`config.mk`:
```
export PLATFORM = sky130hd
export DESIGN_NAME = grant_bus_ctrl_flat
export DESIGN_NICKNAME = d
export VERILOG_FILES = /design/src/rtl/grant_bus_ctrl_if.sv /design/src/rtl/grant_bus_ctrl.sv /design/src/flat_wrapper.sv
export SDC_FILE = /design/constraint.sdc
export NUM_CORES = 1
export LEC_CHECK = 0
export CAP_MARGIN = 10
export CORE_MARGIN = 2
export CORE_UTILIZATION = 39
export DETAILED_ROUTE_END_ITERATION = 8
export PLACE_DENSITY_LB_ADDON = 0.2
export RECOVER_POWER = 25
export SYNTH_ARGS = -nofsm -noshare
export SYNTH_HDL_FRONTEND = slang
export SYNTH_SLANG_ARGS = --single-unit
```
`constraint.sdc`:
```
create_clock -name clock -period 2.24 [get_ports clock]
set_input_delay 0.448 -clock clock [delete_from_list [all_inputs] [get_ports clock]]
set_output_delay 0.448 -clock clock [all_outputs]
set_load 0.005 [all_outputs]
```
`src/rtl/grant_bus_ctrl_if.sv`:
```
// Agent-side and bus-side signal bundle for grant_bus_ctrl.
// The controller connects through the master modport; the arbiter/agents/bus
// sink environment connects through the slave modport.
interface grant_bus_ctrl_if #(
   parameter int NUM_AGENTS = 5,
   parameter int DATA_W     = 8
);
   logic [NUM_AGENTS-1:0]        gnt;
   logic [NUM_AGENTS-1:0]        ag_valid;
   logic [NUM_AGENTS*DATA_W-1:0] ag_data;
   logic [NUM_AGENTS-1:0]        ag_last;
   logic [NUM_AGENTS-1:0]        ag_ready;
   logic [NUM_AGENTS-1:0]        ag_release;
   logic                         bus_valid;
   logic [DATA_W-1:0]            bus_data;
   logic                         bus_last;
   logic [2:0]                   bus_owner;
   logic                         bus_ready;
   logic                         busy;
   logic                         gnt_err;

   modport master (
      input  gnt, ag_valid, ag_data, ag_last, bus_ready,
      output ag_ready, ag_release, bus_valid, bus_data, bus_last, bus_owner,
             busy, gnt_err
   );

   modport slave (
      output gnt, ag_valid, ag_data, ag_last, bus_ready,
      input  ag_ready, ag_release, bus_valid, bus_data, bus_last, bus_owner,
             busy, gnt_err
   );
endinterface

```
`src/rtl/grant_bus_ctrl.sv`:
```
// Grant-driven bus controller: locks onto the one-hot granted agent, forwards
// its beats through a one-entry registered output stage, ends the burst on the
// agent's last marker or after MAX_BURST beats, then pulses a release to the
// owner so the arbiter can re-arbitrate. Ownership is never preempted.
module grant_bus_ctrl #(
   parameter int NUM_AGENTS = 5,
   parameter int DATA_W     = 8,
   parameter int MAX_BURST  = 4
) (
   input logic             clock,
   input logic             reset,
   grant_bus_ctrl_if.master io
);
   localparam int CNT_W = $clog2(MAX_BURST) + 1;
   localparam logic [CNT_W-1:0] CNT_LAST = CNT_W'(MAX_BURST - 1);

   localparam logic [1:0] IDLE    = 2'd0;
   localparam logic [1:0] XFER    = 2'd1;
   localparam logic [1:0] DRAIN   = 2'd2;
   localparam logic [1:0] RELEASE = 2'd3;

   logic [1:0]        state;
   logic [2:0]        owner;
   logic [CNT_W-1:0]  cnt;
   logic              gnt_err_q;
   logic              bus_valid_q;
   logic [DATA_W-1:0] bus_data_q;
   logic              bus_last_q;

   logic [2:0]        gnt_idx;
   logic              gnt_any;
   logic              gnt_multi;
   logic              owner_ready;
   logic              accept;
   logic              beat_last;
   logic [DATA_W-1:0] owner_data;

   // Grant decode: index of the granted agent and a multi-bit detector.
   // NOTE: every signal written in an always_comb gets a default first so no
   // path leaves it unassigned, which would infer a latch.
   always_comb begin
      gnt_idx = '0;
      for (int i = 0; i < NUM_AGENTS; i++) begin
         if (io.gnt[i]) gnt_idx = 3'(i);
      end
   end

   assign gnt_any   = |io.gnt;
   assign gnt_multi = (io.gnt & (io.gnt - NUM_AGENTS'(1))) != '0;

   // Owner may hand over a beat whenever the output stage is empty or draining.
   assign owner_ready = (state == XFER) && (!bus_valid_q || io.bus_ready);
   assign accept      = owner_ready && io.ag_valid[owner];
   assign owner_data  = io.ag_data[owner*DATA_W +: DATA_W];
   assign beat_last   = io.ag_last[owner] || (cnt == CNT_LAST);

   // Burst sequencing: lock, count beats, wait for the last handshake, release.
   // NOTE: clocked state uses non-blocking assignments so every register
   // samples pre-edge values regardless of statement order.
   always_ff @(posedge clock or negedge reset) begin
      if (!reset) begin
         state     <= IDLE;
         owner     <= '0;
         cnt       <= '0;
         gnt_err_q <= 1'b0;
      end else begin
         gnt_err_q <= 1'b0;
         case (state)
            IDLE: begin
               if (gnt_any) begin
                  if (gnt_multi) begin
                     gnt_err_q <= 1'b1;
                  end else begin
                     owner <= gnt_idx;
                     cnt   <= '0;
                     state <= XFER;
                  end
               end
            end
            XFER: begin
               if (accept) begin
                  cnt <= cnt + CNT_W'(1);
                  if (beat_last) state <= DRAIN;
               end
            end
            DRAIN: begin
               if (bus_valid_q && io.bus_ready) state <= RELEASE;
            end
            RELEASE: state <= IDLE;
            default: state <= IDLE;
         endcase
      end
   end

   // One-entry output register: load on accept, retire on bus_ready, else hold.
   always_ff @(posedge clock or negedge reset) begin
      if (!reset) begin
         bus_valid_q <= 1'b0;
         bus_data_q  <= '0;
         bus_last_q  <= 1'b0;
      end else if (accept) begin
         bus_valid_q <= 1'b1;
         bus_data_q  <= owner_data;
         bus_last_q  <= beat_last;
      end else if (io.bus_ready) begin
         bus_valid_q <= 1'b0;
      end
   end

   // Per-agent ready and release are routed only to the locked owner.
   always_comb begin
      io.ag_ready   = owner_ready ? (NUM_AGENTS'(1) << owner) : '0;
      io.ag_release = (state == RELEASE) ? (NUM_AGENTS'(1) << owner) : '0;
   end

   assign io.bus_valid = bus_valid_q;
   assign io.bus_data  = bus_data_q;
   assign io.bus_last  = bus_last_q;
   assign io.bus_owner = owner;
   assign io.busy      = (state != IDLE);
   assign io.gnt_err   = gnt_err_q;
endmodule

```
`src/flat_wrapper.sv`:
```
// flat-port wrapper written by rule: the top's interface ports become plain ports
module grant_bus_ctrl_flat 
#(
   parameter int NUM_AGENTS = 5,
   parameter int DATA_W     = 8,
   parameter int MAX_BURST  = 4
)
  (clock, reset, io_gnt, io_ag_valid, io_ag_data, io_ag_last, io_bus_ready, io_ag_ready, io_ag_release, io_bus_valid, io_bus_data, io_bus_last, io_bus_owner, io_busy, io_gnt_err);
  grant_bus_ctrl_if #(.NUM_AGENTS(NUM_AGENTS), .DATA_W(DATA_W)) io_i ();
  input logic clock;
  input logic reset;
  input wire logic [$bits(io_i.gnt)-1:0] io_gnt;
  input wire logic [$bits(io_i.ag_valid)-1:0] io_ag_valid;
  input wire logic [$bits(io_i.ag_data)-1:0] io_ag_data;
  input wire logic [$bits(io_i.ag_last)-1:0] io_ag_last;
  input wire logic [$bits(io_i.bus_ready)-1:0] io_bus_ready;
  output wire logic [$bits(io_i.ag_ready)-1:0] io_ag_ready;
  output wire logic [$bits(io_i.ag_release)-1:0] io_ag_release;
  output wire logic [$bits(io_i.bus_valid)-1:0] io_bus_valid;
  output wire logic [$bits(io_i.bus_data)-1:0] io_bus_data;
  output wire logic [$bits(io_i.bus_last)-1:0] io_bus_last;
  output wire logic [$bits(io_i.bus_owner)-1:0] io_bus_owner;
  output wire logic [$bits(io_i.busy)-1:0] io_busy;
  output wire logic [$bits(io_i.gnt_err)-1:0] io_gnt_err;
  assign io_i.gnt = io_gnt;
  assign io_i.ag_valid = io_ag_valid;
  assign io_i.ag_data = io_ag_data;
  assign io_i.ag_last = io_ag_last;
  assign io_i.bus_ready = io_bus_ready;
  assign io_ag_ready = io_i.ag_ready;
  assign io_ag_release = io_i.ag_release;
  assign io_bus_valid = io_i.bus_valid;
  assign io_bus_data = io_i.bus_data;
  assign io_bus_last = io_i.bus_last;
  assign io_bus_owner = io_i.bus_owner;
  assign io_busy = io_i.busy;
  assign io_gnt_err = io_i.gnt_err;
  grant_bus_ctrl #(.NUM_AGENTS(NUM_AGENTS), .DATA_W(DATA_W), .MAX_BURST(MAX_BURST)) u_core (.clock(clock), .reset(reset), .io(io_i));
endmodule
```
After elaboration in Yosys (flattened, before gate mapping)
Cells that the tools add are included.

Flip-flop bits (word level): 19. Latch bits: 0. Bits in writable memories: 0. Bits in read-only memories: 0. Input port bits: 58. Output and inout port bits: 25. Memories kept: 0.

$add $sub $neg: 2. $mul: 0. Divide/modulo/power cells: 0. Order comparisons: 1. Equality and inequality tests: 9. Shifts and indexed selects: 2. Mux-type cells: 25. Bitwise gates (word level): 2. Reduce and logical (&&, ||, !) cells: 15.

Operators by type and width (count): $shiftx 40x7->8 (1); $mux 3 (6); $mux 2 (5); $mux 5 (2); $mux 1 (8); $ne 2x1->1 const B (4); $pmux 2 s4 (1); $bmux 1 s3 (2); $pmux 3 s2 (1); $reduce_bool 2->1 (3); $and 5x5->5 (1); $reduce_and 5->1 (1); $reduce_bool 5->1 (1); $reduce_or 5->1 (1); $shl 1x3->5 const A (1); $sub 5x1->5 const B (1); $eq 2x2->1 const B (2); $lt 3x4->1 const B (1); $reduce_and 4->1 (1); $add 3x1->3 const B (1); $eq 3x2->1 const B (1); $logic_and 1x1->1 (3); $reduce_and 3->1 (1); $eq 2x1->1 const B (1); 5 further kinds (6).

Logic depth before layout (Yosys ltp)
Gate-level depths: netlist (run 1).

Depth in word-level cells: 6. Gate-level depth with buffers: 7. Gate-level depth less buffers: 7.

Least setup slack after synthesis (run 1)
Ideal clock, no wire load.

Path kind: register -> register. From: register u_core.owner[0] (netlist: u_core.io.bus_owner[0]). To: register u_core.state[1]. Arrival: 1.557 ns. Data required time: 2.115 ns. Slack: 0.558 ns. Stages on the path, launching flop included: 7. Buffers on the path: 1. Period minus slack after synthesis: 1.682 ns. Cell sequence: dfrtp_1 > buf_6 > mux2_1 > a2bb2oi_1 > a31oi_1 > nand3_2 > mux2_4.

Cells in the longest elaborated chain, start to end: 5. Elaborated cells on any way between the ends: 9. Those cells by class: 2 x eq/ne; 4 x mux; 3 x reduce/logical.

Ends and longest elaborated chain: start: declaration (RTL line grant_bus_ctrl.sv:23) `logic [2:0] owner;`; start signal: assignment (RTL line grant_bus_ctrl.sv:74) `owner <= gnt_idx;`; $bmux 1 s3 (on tied branches) (RTL line grant_bus_ctrl.sv:53, grant_bus_ctrl.sv:55); $mux 1 (on tied branches) (RTL line grant_bus_ctrl.sv:53, grant_bus_ctrl.sv:55); $logic_and 1x1->1 or $logic_or 1x1->1 (tied branches) (RTL line grant_bus_ctrl.sv:53, grant_bus_ctrl.sv:55); $ne 2x1->1 (no source line); $reduce_and 5->1 (no source line) *; end signal: assignment (RTL line grant_bus_ctrl.sv:62) `state <= IDLE;`; end signal: assignment (RTL line grant_bus_ctrl.sv:76) `state <= XFER;`; end signal: assignment (RTL line grant_bus_ctrl.sv:83) `if (beat_last) state <= DRAIN;`; end: declaration (RTL line grant_bus_ctrl.sv:22) `logic [1:0] state;`.

Mark *: on every way between the ends. The rest lies on a longest branch, timed or not. The select of a mux whose other input is x is not followed. A chain may end at the register's enable or synchronous reset.

Worst setup path after layout (run 1)
From: register u_core.owner[2] (netlist: u_core.io.bus_owner[2]). To: output io_ag_release[4].

Cells in the longest elaborated chain, start to end: 2.

Ends and longest elaborated chain: $shl 1x3->5 (RTL line grant_bus_ctrl.sv:113) `io.ag_release = (state == RELEASE) ? (NUM_AGENTS'(1) << owner) : '0;`; $mux 5 (RTL line grant_bus_ctrl.sv:113); end: declaration (RTL line flat_wrapper.sv:18) `output wire logic [$bits(io_i.ag_release)-1:0] io_ag_release;`.

No other way between the ends.

==> results of run 1 <==
-- worst max-delay path: stages (launching register included) --
cell	delay (ns)
dfrtp_1	0.47
nor3b_2	0.33
and2_1	0.18
clkdlybuf4s50_1	0.52
-- state kept, by name, summed over array words and instances, names as in the netlist --
name                 flops
u_core.cnt               3
u_core.io.bus_data       8
u_core.io.bus_last       1
u_core.io.bus_owner      3
u_core.io.bus_valid      1
u_core.io.gnt_err        1
u_core.state             2
-- routing by layer --
layer | global-route usage (%) | part of all wire (%)
met4 | 12.2 | 2.6
met2 | 45.5 | 54
met3 | 1.71 | 4.2
met5 | 0 | 0
met1 | 25.5 | 39
-- cells in the mapped netlist --
| cell | count | area [um2] |
|---|---|---|
| o21ai_0 | 3 | 15.0 |
| mux2i_1 | 4 | 40.0 |
| o32a_4 | 1 | 22.5 |
| nand3_1 | 4 | 20.0 |
| and2_1 | 1 | 6.26 |
| buf_1 | 1 | 3.75 |
| nand2b_1 | 2 | 12.5 |
| ha_1 | 7 | 87.6 |
| a2bb2oi_1 | 1 | 8.76 |
| nor4_2 | 1 | 12.5 |
| mux2_4 | 2 | 30.0 |
| a21oi_4 | 1 | 16.3 |
| nor2_1 | 26 | 97.6 |
| nor3b_2 | 1 | 12.5 |
| maj3_1 | 1 | 10.0 |
| and3_1 | 1 | 6.26 |
| nand3_2 | 1 | 10.0 |
| nor3_1 | 3 | 15.0 |
| and2_4 | 1 | 8.76 |
| inv_1 | 9 | 33.8 |
| a211oi_1 | 1 | 7.51 |
| o211ai_1 | 2 | 15.0 |
| a21oi_1 | 4 | 20.0 |
| a22oi_1 | 2 | 15.0 |
| o21ai_1 | 2 | 10.0 |
| a21o_1 | 1 | 7.51 |
| a22o_1 | 2 | 17.5 |
| a31oi_1 | 2 | 12.5 |
| a21oi_2 | 1 | 8.76 |
| a221oi_2 | 7 | 105 |
| nand2_1 | 7 | 26.3 |
| mux4_2 | 8 | 180 |
| nand2b_2 | 1 | 8.76 |
| buf_6 | 3 | 33.8 |
| nor2b_1 | 1 | 6.26 |
| o21bai_1 | 1 | 7.51 |
| mux2_1 | 2 | 22.5 |
| xor2_1 | 1 | 8.76 |
| buf_2 | 4 | 20.0 |
| dfrtp_1 | 19 | 475 |
-- worst max-delay path by stage --
| stage | from | to | slack [ns] | depth (start not counted) |
|---|---|---|---|---|
| after detailed placement | io_bus_ready | io_ag_ready[0] | -0.16 | 5 |
| after CTS | u_core.io.bus_owner[2] | io_ag_release[4] | 0.01 | 3 |
| after global placement | io_bus_ready | io_ag_ready[0] | -0.15 | 5 |
| after floorplan | u_core.io.bus_owner[0] | u_core.state[1] | 0.56 | 6 |
| final | u_core.io.bus_owner[2] | io_ag_release[4] | 0.03 | 3 |
| after global routing | u_core.io.bus_owner[2] | io_ag_release[4] | -0.03 | 3 |
-- where the power goes --
group          leakage (nW)  switching, mW  internal [mW]  total [mW]
combinational         0.776          0.822          0.932        1.75
clock                0.0255          0.128          0.124       0.252
sequential            0.232          0.122          0.508       0.630
-- what timing repair did --
action,in CTS,in global routing
hold endpoints to repair,0,0
pin swaps,1,0
endpoints found under the setup margin,5,3
resized for setup,8,0
hold buffers,0,0
-- cell type report --
class	instances	share of cell area, %
inverters	9	1.38
clock inverters	1	0.204
repair buffers	94	36.8
multi-input cells	106	38.0
flip-flops and latches	19	19.4
clock buffers	3	1.69
well taps	48	2.45
-- stage by stage --
| stage | hold slack, ns | cell area (um2) | instances |
|---|---|---|---|
| 6_report | 0.515 | 2450 | 280 |
| 2_1_floorplan | 0.152 | 1480 | 142 |
| 4_1_cts | 0.518 | 2450 | 280 |
| 5_1_grt | 0.537 | 2450 | 280 |
| 3_5_place_dp | 0.498 | 2390 | 276 |
| 3_3_place_gp | 0.481 | 2390 | 276 |
-- kinds of logic (layout without fill, tap and decap cells) --
logic type,after synthesis,count (layout),share of synthesized area [%]
and+or+nand+nor,50,50,16.4
AOI/OAI and AO/OA,31,31,19.6
DFF,19,19,32.2
buffers and inverters,17,107,6.18
muxes,16,16,18.5
adders and majority gates,8,8,6.60
xor gates and xnor gates,1,1,0.593
==> results_dict.tcl, run 1 <==
set metrics [dict create \
    mostFrequentLayoutCells "76 x clkdlybuf4s50_1, 26 x nor2_1, 19 x dfrtp_1" \
    worst_slew_pin_slew_ns 1.08 \
    r2r_start "u_core.io.bus_owner[0]" \
    postCtsSetupBuffers 0 \
    viasPerCell 5.24 \
    skew_ns 0.00497 \
    grt_max_degree 20 \
    rows 22 \
    antenna_found_initial 0 \
    holdCritPathClass "reg2reg" \
    max_slew_margin_pct 28.2 \
    syn-instance-count 142 \
    reg2reg_depth 6 \
    power_density_mw_per_mm2 1080 \
    leakage_nw 1.03 \
    drtAntennaViolNets 0 \
    rrSetupSlack_ns 0.29 \
    layout_commonest_cell "clkdlybuf4s50_1" \
    cap_violations 0 \
    routed-via-count 1466 \
    grt_pass1_wl_mm 7.61 \
    whs_endpoint "u_core.cnt[2]" \
    diodes 0 \
    clkSinkCount 19 \
    hpwlAfterDp_mm 3.74 \
    finish.net_count 298 \
    final_core_util_pct 66.8 \
    syn_nets 207 \
    fillers 288 \
    reg2reg_to "u_core.state[1]" \
    initialDrtViolationCount 45 \
    clk_latency_ns 0.27 \
    syn_area_mm2 0.00148 \
    finalHoldViolations 0 \
    post-route-drc-count 0 \
    htree_num_levels 1 \
    first_pass_iters 4 \
    finalPower_mw 2.64 \
    critPathArrivalTime_ns 1.76 \
    ioPinCount 83 \
    tns_ns 0 \
    cp-end-kind "output port" \
    setup_viol 0 \
    rsz0062_at_grt "yes" \
    seqCellArea_um2 475 \
    cts_tree "yes" \
    cts_buffers 3 \
    core_mm2 0.00366 \
    yosysSeqAreaShare_pct 32.2 \
    initial_core_util_pct 40.4 \
    path_class "reg2out" \
    hold_depth 1 \
    drive_above_1_share_pct 18.1 \
    place_congestion 0.772 \
    avgRoutedWirePerCell_um 16.8 \
    wl_mm 4.71 \
    clockBufferDepth 2 \
    synth.ff_latch_count 19 \
    multiInputGateArea_um2 931 \
    required_ns 1.79 \
    finalCriticalPeriod_ns 2.21 \
    post-route-period-util_pct 98.5 \
    clock.fmax_ghz 0.453 \
    crit_path_start_kind "flip-flop" \
    worst_hold_startpoint "u_core.cnt[2]" \
    run_status "completed" \
    crit_fanout 6 \
    fin_ws_ns 0.0327 \
    grtUsageTotal_pct 23.6 \
    path_clk_slew_ns 0.08 \
    dieArea_mm2 0.00430 \
    syn_avg_cell_area_um2 10.4 \
    ys_warn_count 0 \
    peakVddDrop_uv 602 \
    preCtsSetupSlack_ns -0.163 \
    area_growth_pct 65.6 \
    overflow 0 \
    io_buffers 82 \
    synthDistinctLibCells 40 \
    grt_pass1_vias 1610 \
    cts_root_buf "clkbuf_8" \
    drv_slew 0 \
    die_y_um 65.6 \
    die_w_um 65.6 \
]
Power figures use the tool's default switching activity.
==> inputs of run 2 (changes only) <==
CTS_CLUSTER_SIZE = 16   (was not set)
SETUP_SLACK_MARGIN = 0.1   (was not set)
SKIP_CTS_REPAIR_TIMING = 1   (was not set)
==> results_dict.tcl, run 2 (synthesis results as in run 1) <==
set metrics [dict create \
    run_status "completed" \
    hpwlAfterDp_mm 3.74 \
    clkSinkCount 19 \
    setup_viol 0 \
    ioPinCount 83 \
    cts_buffers 3 \
    drv_slew 0 \
    cp-end-kind "output port" \
    htree_num_levels 1 \
    numPlacedInstances 276 \
    overflow 0 \
    fin_ws_ns 0.168 \
    finalCriticalPeriod_ns 2.07 \
    clk_latency_ns 0.26 \
    cts_root_buf "clkbuf_8" \
    core_mm2 0.00366 \
    clockBufferDepth 2 \
    post-route-period-util_pct 92.5 \
    initial_core_util_pct 40.4 \
    timing.critical_path.to "io_ag_release[1]" \
    crit_start "u_core.io.bus_owner[1]" \
    area_growth_pct 72.6 \
    post-route-drc-count 0 \
    first_pass_iters 6 \
    swShare_pct 40.3 \
    grt_pass1_vias 1595 \
    peakVddDrop_uv 530 \
    grtUsageTotal_pct 23.4 \
    path_class "reg2out" \
    final_core_util_pct 69.7 \
    antenna_found_initial 0 \
    grt_pass1_wl_mm 7.50 \
    finish.net_count 303 \
    path_clk_slew_ns 0.08 \
    avgRoutedWirePerCell_um 17.1 \
    initialDrtViolationCount 51 \
    dieArea_mm2 0.00430 \
    worst_slew_pin_slew_ns 1.08 \
    clock.fmax_ghz 0.483 \
    intPower_mw 1.66 \
    diodes 0 \
    die_w_um 65.6 \
    clkPwrFrac_pct 9.0 \
    io_buffers 82 \
    fin_cells 285 \
    reg2reg_to "u_core.state[1]" \
    cts_tree "yes" \
    largest_reg_flops 8 \
    rsz0062_at_grt "no" \
    cap_violations 0 \
    reg2reg_depth 8 \
    rows 22 \
    skew_ns 0.00344 \
    max_slew_margin_pct 28.1 \
    layout_commonest_cell "clkdlybuf4s50_1" \
    required_ns 1.79 \
    wl_mm 4.88 \
    critPathSlowestCell "clkdlybuf4s50_1" \
    leakage_nw 1.18 \
    place_congestion 0.772 \
    routed-via-count 1496 \
    pwr-share-seq_pct 23.2 \
    mostFrequentLayoutCells "73 x clkdlybuf4s50_1, 24 x nor2_1, 17 x dfrtp_1" \
    viasPerCell 5.25 \
    comb_power_share_pct 67.8 \
    r2r_start "u_core.io.bus_owner[0]" \
    crit_path_start_kind "flip-flop" \
    crit_chain "buf_12, inv_1, nand2_1, nor2_1, clkdlybuf4s50_1" \
    crit_fanout 17 \
    die_y_um 65.6 \
    grt_max_degree 20 \
    preCtsSetupSlack_ns -0.163 \
    critPathArrivalTime_ns 1.62 \
    power_density_mw_per_mm2 1090 \
    finalPower_mw 2.78 \
    drtAntennaViolNets 0 \
    drive_above_1_share_pct 24.1 \
    holdCritPathClass "reg2reg" \
    switchingPower_mw 1.12 \
    rrSetupSlack_ns 0.29 \
    finalHoldViolations 0 \
    slowest_delay_ns 0.50 \
]
## run 2: cell types whose count changed in the layout (fill, tap and decap cells not counted), sizes merged
cell | previous run | this run
dlymetal6s2s | 0 | 8
buf | 11 | 16
dlygate4sd2 | 5 | 0
clkdlybuf4s50 | 76 | 73
## run 2: worst max-delay path: cells and delay by family (launching register included)
kind,cells,cell delay (ns)
and+or+nand+nor,2,0.18
DFF,1,0.44
buffers and inverters,3,0.74
## run 2: power groups by stage
stage               combinational (mW)  sequential [mW]  clock (mW)
finish                            1.88            0.646       0.250
global placement                  1.69            0.617           0
global route                      2.04            0.666       0.261
detailed placement                1.74            0.633           0
CTS                               1.75            0.626       0.254
floorplan                         1.03            0.622           0
## run 2: worst min-delay path by stage
| stage | from | to | slack, ns | cells past startpoint |
|---|---|---|---|---|
| 3_3_place_gp | u_core.io.bus_data[0] | u_core.io.bus_data[0] | 0.48 | 2 |
| 3_5_place_dp | u_core.cnt[2] | u_core.cnt[2] | 0.50 | 1 |
| 4_1_cts | u_core.cnt[2] | u_core.cnt[2] | 0.52 | 1 |
| 5_1_grt | u_core.io.bus_data[3] | u_core.io.bus_data[3] | 0.54 | 2 |
| 6_report | u_core.io.bus_data[3] | u_core.io.bus_data[3] | 0.51 | 2 |
| 2_1_floorplan | reset | u_core.cnt[0] | 0.15 | 0 |
## run 2: stage by stage
stage	hold slack (ns)	instance area [um2]	TNS [ns]
floorplan	0.152	1480	0
global placement	0.481	2390	-0.498
detailed placement	0.498	2390	-0.510
CTS	0.518	2440	-0.562
global route	0.537	2550	0
finish	0.514	2550	0
## run 2: layout make-up
type / instances / area (um2)
tap: 48 / 60.1
timing repair buffer: 99 / 977
clock buffer: 3 / 41.3
clock inverter: 1 / 5.00
multi-input combinational: 106 / 955
inverter: 9 / 33.8
sequential: 19 / 478
fill: 278 / 1110
## run 2: metal layers
| metal | wire length (um) | share of wire [%] | track usage [%] |
|---|---|---|---|
| met5 | 0 | 0 | 0 |
| met1 | 1840 | 38 | 25.2 |
| met4 | 170 | 3.5 | 12.2 |
| met3 | 213 | 4.4 | 1.71 |
| met2 | 2650 | 54 | 44.9 |
==> variant 1 (flow settings as in run 2) <==
`MAX_BURST` is set to 4 in 2 places; all go to 2.
--- a/src/rtl/grant_bus_ctrl.sv
+++ b/src/rtl/grant_bus_ctrl.sv
@@ -6,5 +6,5 @@
    parameter int NUM_AGENTS = 5,
    parameter int DATA_W     = 8,
-   parameter int MAX_BURST  = 4
+   parameter int MAX_BURST  = 2
 ) (
    input logic             clock,
--- a/src/flat_wrapper.sv
+++ b/src/flat_wrapper.sv
@@ -4,5 +4,5 @@
    parameter int NUM_AGENTS = 5,
    parameter int DATA_W     = 8,
-   parameter int MAX_BURST  = 4
+   parameter int MAX_BURST  = 2
 )
   (clock, reset, io_gnt, io_ag_valid, io_ag_data, io_ag_last, io_bus_ready, io_ag_ready, io_ag_release, io_bus_valid, io_bus_data, io_bus_last, io_bus_owner, io_busy, io_gnt_err);
Function: changed (a bounded check fails within 4 cycles, from zero or initial values and one cycle with reset low).
==> variant 1 against run 2 <==
Synthesized area shrank 1.6%. Cell area fell by 1.9%. Sequential share of layout area is 0.68 points lower. Wire length down 7.3%. Worst setup slack lost 0.015 ns. Sequential cell count decreased by 1. Power is 0.32% higher. Synthesized cell count is 1.4% higher. Critical path type unchanged. Largest cell class unchanged. Largest power group unchanged.
==> variant 1: results (changes against run 2) <==
status completed (unchanged); clkbuf count 4 (was 3); vias in the first global route 1601 (was 1595); Slew @ Worst Pin 1.04 ns (was 1.08 ns); Non-clk bufs 100 (was 99); Worst Skew 0.00211 ns (was 0.00344 ns); GPL Wtd Cong 0.809 (was 0.772); critical path fanouts, max 8 (was 17); Clock buf/inv share 2.20% (was 1.82%); area of the multi-input gates 933 um2 (was 955 um2); GRT Overall Usage 21.9% (was 23.4%); post-synthesis adder-cell area fraction 5.85% (was 6.60%); WP data arrival 1.64 ns (was 1.62 ns); Seq/total area 18.1% (was 18.7%); synthesized net count 208 (was 207); DP HPWL 3690 um (was 3740 um); share of cells above drive strength 1 20.4% (was 24.1%); post-synthesis mux area share 19.5% (was 18.5%); DP Area 2400 um2 (was 2390 um2); Synth Area in Compound Gates 22.7% (was 19.6%); leak pwr 1.13 nW (was 1.18 nW); Routed Wire Length 4530 um (was 4880 um); clock transition at the registers of the reported paths ~0.070 ns; GR Util met2 43.0% (was 44.9%); global-route wire length before repair 7220 um (was 7500 um); clk sink count 18 (was 19); sw power 1.09 mW (was 1.12 mW); Core Footprint 3630 um2 (was 3660 um2); Synth top cells by count a21oi_1 (21), dfrtp_1 (18), inv_1 (9), nor2_1 (9) (was nor2_1 (26), dfrtp_1 (19), inv_1 (9), mux4_2 (8)); Filler cells 308 (was 278); Cells after DPL 281 (was 276); root buffer cell clkbuf_8 (unchanged); worst slack at placement -0.207 ns (was -0.163 ns); post-layout net count 305 (was 303); met3 Use GR 2.78% (was 1.71%); drt pass-1 iters 5 (was 6); vias per cell 5.14 (was 5.25); Port Buffers 82 (unchanged); largest cells by area after synthesis dfrtp_1 (31%), mux4_2 (12%), a21oi_1 (7.2%) (was dfrtp_1 (32%), mux4_2 (12%), a221oi_2 (7.1%)); Area growth syn-to-layout 72.0% (was 72.6%); setup TNS 0 ns (unchanged); buffer share of cell area 38.7% (was 38.3%); Synth Area in XOR/XNOR 0.602% (was 0.593%); Post-synth EDFFs 0 (unchanged); Max IR drop VDD 0.000615 V (was 0.000530 V); WL per Instance 15.7 um (was 17.1 um); mean post-synth cell area 10.1 um2 (was 10.4 um2)
variant 1: critical path, stage by stage (launching register included):
cell	delay, ns
dfrtp_2	0.42
buf_4	0.17
nand2b_1	0.16
nor2_1	0.11
clkdlybuf4s50_1	0.52
variant 1: layer usage:
layer  vias to the layer above  share of wire [%]
met5                         -                  0
met4                         0               0.68
met3                         4                6.3
met2                        54                 54
met1                       703                 39
li1                        720                  -
variant 1: final timing paths:
kind	cells after the start	startpoint	slack, ns	to
max	4	u_core.io.bus_owner[0]$_DFFE_PN0P_	0.15	io_ag_release[2]
min	1	u_core.io.bus_last$_DFFE_PN0P_	0.49	u_core.io.bus_last$_DFFE_PN0P_
max reg2reg	6	u_core.io.bus_owner[1]$_DFFE_PN0P_	0.41	u_core.state[1]$_DFFE_PN0P_
min reg2reg	1	u_core.io.bus_last$_DFFE_PN0P_	0.49	u_core.io.bus_last$_DFFE_PN0P_
max in group asynchronous	2	reset	0.62	u_core.io.bus_owner[0]$_DFFE_PN0P_
min in group asynchronous	2	reset	0.92	u_core.io.bus_data[6]$_DFFE_PN0P_
variant 1: power by group through the flow:
| stage | registers (mW) | clock network [mW] | logic, mW |
|---|---|---|---|
| floorplan | 0.605 | 0 | 1.08 |
| global placement | 0.608 | 0 | 1.80 |
| detailed placement | 0.618 | 0 | 1.86 |
| CTS | 0.612 | 0.279 | 1.86 |
| global route | 0.629 | 0.296 | 2.08 |
| finish | 0.609 | 0.271 | 1.91 |
variant 1: kinds of logic (layout without fill, tap and decap cells):
family                     Yosys count  count (layout)
xor gates and xnor gates             1               1
DFF                                 18              18
and+or+nand+nor                     35              35
adders and majority gates            7               7
buffers and inverters               17             113
AOI/OAI and AO/OA                   49              49
muxes                               17              17
==> variant 2 (flow settings as in run 2) <==
Without the edit above. Make the reset (`reset`) synchronous in 2 clocked blocks.
--- a/src/rtl/grant_bus_ctrl.sv
+++ b/src/rtl/grant_bus_ctrl.sv
@@ -58,5 +58,5 @@
    // NOTE: clocked state uses non-blocking assignments so every register
    // samples pre-edge values regardless of statement order.
-   always_ff @(posedge clock or negedge reset) begin
+   always_ff @(posedge clock) begin
       if (!reset) begin
          state     <= IDLE;
@@ -94,5 +94,5 @@
 
    // One-entry output register: load on accept, retire on bus_ready, else hold.
-   always_ff @(posedge clock or negedge reset) begin
+   always_ff @(posedge clock) begin
       if (!reset) begin
          bus_valid_q <= 1'b0;
Function: differs if reset is asserted again (counterexample within 4 cycles, from zero or initial values and one cycle with reset low); with reset held inactive, the same outputs for 10 cycles.
==> variant 2 against run 2 <==
The run now ends with negative setup slack left. Via count increased by 3.5%. Wire length decreased by 5.8%. Worst setup slack got worse by 0.18 ns. Non-clock buffer count increased by 1. Cell area decreased by 3.0%. Sequential cell count unchanged. Register-to-register slack improved by 0.08 ns. Critical path depth unchanged. Cell count increased by 1.4%. Synthesized area decreased by 5.9%. Synthesized cell count increased by 7.0%. Clock skew decreased by 0.0020 ns.
Power is not compared: it rests on default switching activity, and its combinational part moved more than twofold at a synthesized area within 25%.
==> variant 2: results (changes against run 2) <==
drt pass-1 iters 4 (was 6); setup TNS -0.0117 ns (was 0 ns); Slew @ Worst Pin 0.424 ns (was 1.08 ns); synthesized net count 216 (was 207); Setup Viol. Count Final 1 (was 0); Synth Area in XOR/XNOR 1.89% (was 0.593%); Synth top cells by count nor2_1 (20), dfxtp_1 (19), nand2_1 (10), a211oi_1 (9), a22oi_1 (8) (was nor2_1 (26), dfrtp_1 (19), inv_1 (9), mux4_2 (8)); DP Area 2340 um2 (was 2390 um2); failing checks negative setup slack; GPL Wtd Cong 0.839 (was 0.772); largest cells by area after synthesis dfxtp_1 (27%), mux4_2 (11%), mux4_1 (5.7%) (was dfrtp_1 (32%), mux4_2 (12%), a221oi_2 (7.1%)); sequential-to-total area share from yosys stat 27.4% (was 32.2%); global-route wire length before repair 7420 um (was 7500 um); metal3 WL 322 um (was 213 um); Routed Wire Length 4600 um (was 4880 um); share of the synthesized area in the top cell type 27.4% (was 32.2%); status finished, violations left (was completed); critical path fanouts, max 4 (was 17); clock transition at the registers of the reported paths 0.11 ns (was 0.08 ns); Clock Latency Late Sink 0.31 ns (was 0.26 ns); flop2flop setup slack 0.37 ns (was 0.29 ns); vias in the first global route 1600 (was 1595); final worst slack -0.0117 ns (was 0.168 ns); mean post-synth cell area 9.15 um2 (was 10.4 um2); met2 wire length 2370 um (was 2650 um)
==> variant 2: changes by cell type after synthesis, sizes merged, moves of 6 or more <==
cell,before,now
dfrtp,19,0
dfxtp,0,19
a211oi,1,12
a221oi,7,1
a22oi,2,8
clkbuf,0,6
nor2,26,20
==> variant 2: path summary, 6_finish.rpt <==
path                                                           from                      endpoint  cells past startpoint
worst max-delay path                                   io_bus_ready                io_ag_ready[1]                      5
worst min-delay path                     u_core.cnt[1]$_SDFFE_PN0P_    u_core.cnt[1]$_SDFFE_PN0P_                      2
worst max register to register  u_core.io.bus_owner[2]$_SDFFE_PN0P_  u_core.state[1]$_SDFFE_PN0P_                      6
worst min register to register           u_core.cnt[1]$_SDFFE_PN0P_    u_core.cnt[1]$_SDFFE_PN0P_                      2
==> variant 2: cells by family (layout without fill, tap and decap cells) <==
family	Yosys count	count (layout)
AND/OR/NAND/NOR	53	53
AO/OA/AOI/OAI	38	38
buffers and inverters	20	111
flip-flops	19	19
multiplexers	12	12
adder cells (fa/ha/maj)	7	7
XOR/XNOR	3	3
==> variant 2: critical path: cells and delay by family <==
| family | cells | cell delay (ns) |
|---|---|---|
| simple gates | 3 | 0.37 |
| buf+inv | 2 | 0.99 |
==> variant 2: area by class of cell <==
| class | instances | area share [%] |
|---|---|---|
| repair buffers | 100 | 40.1 |
| multi-input cells | 113 | 39.4 |
| flip-flops and latches | 19 | 15.8 |
| well taps | 46 | 2.33 |
| inverters | 7 | 1.21 |
| clock buffers | 3 | 0.911 |
| clock inverters | 1 | 0.202 |
==> variant 2: metrics by stage <==
stage / setup slack [ns] / utilization (%) / hold WS [ns]
CTS: -0.153 / 69.8 / 0.492
detailed placement: -0.153 / 69.0 / 0.474
finish: -0.0117 / 72.9 / 0.491
global route: -0.0807 / 72.9 / 0.516
floorplan: 0.540 / - / 0.450
global placement: -0.109 / 69.0 / 0.460
==> variant 2: power groups by stage <==
stage	Combinational (mW)	Clock (mW)	Sequential, mW
finish	0.668	0.185	0.441
global route	0.731	0.206	0.447
CTS	0.641	0.190	0.440
detailed placement	0.636	0	0.448
global placement	0.617	0	0.444
floorplan	0.310	0	0.443
==> variant 2: per-layer routing <==
metal / track usage [%] / vias up
met2: 40.8 / 56
met1: 27.4 / 738
met5: 0 / -
li1: - / 749
met3: 5.36 / 6
met4: 5.71 / 0
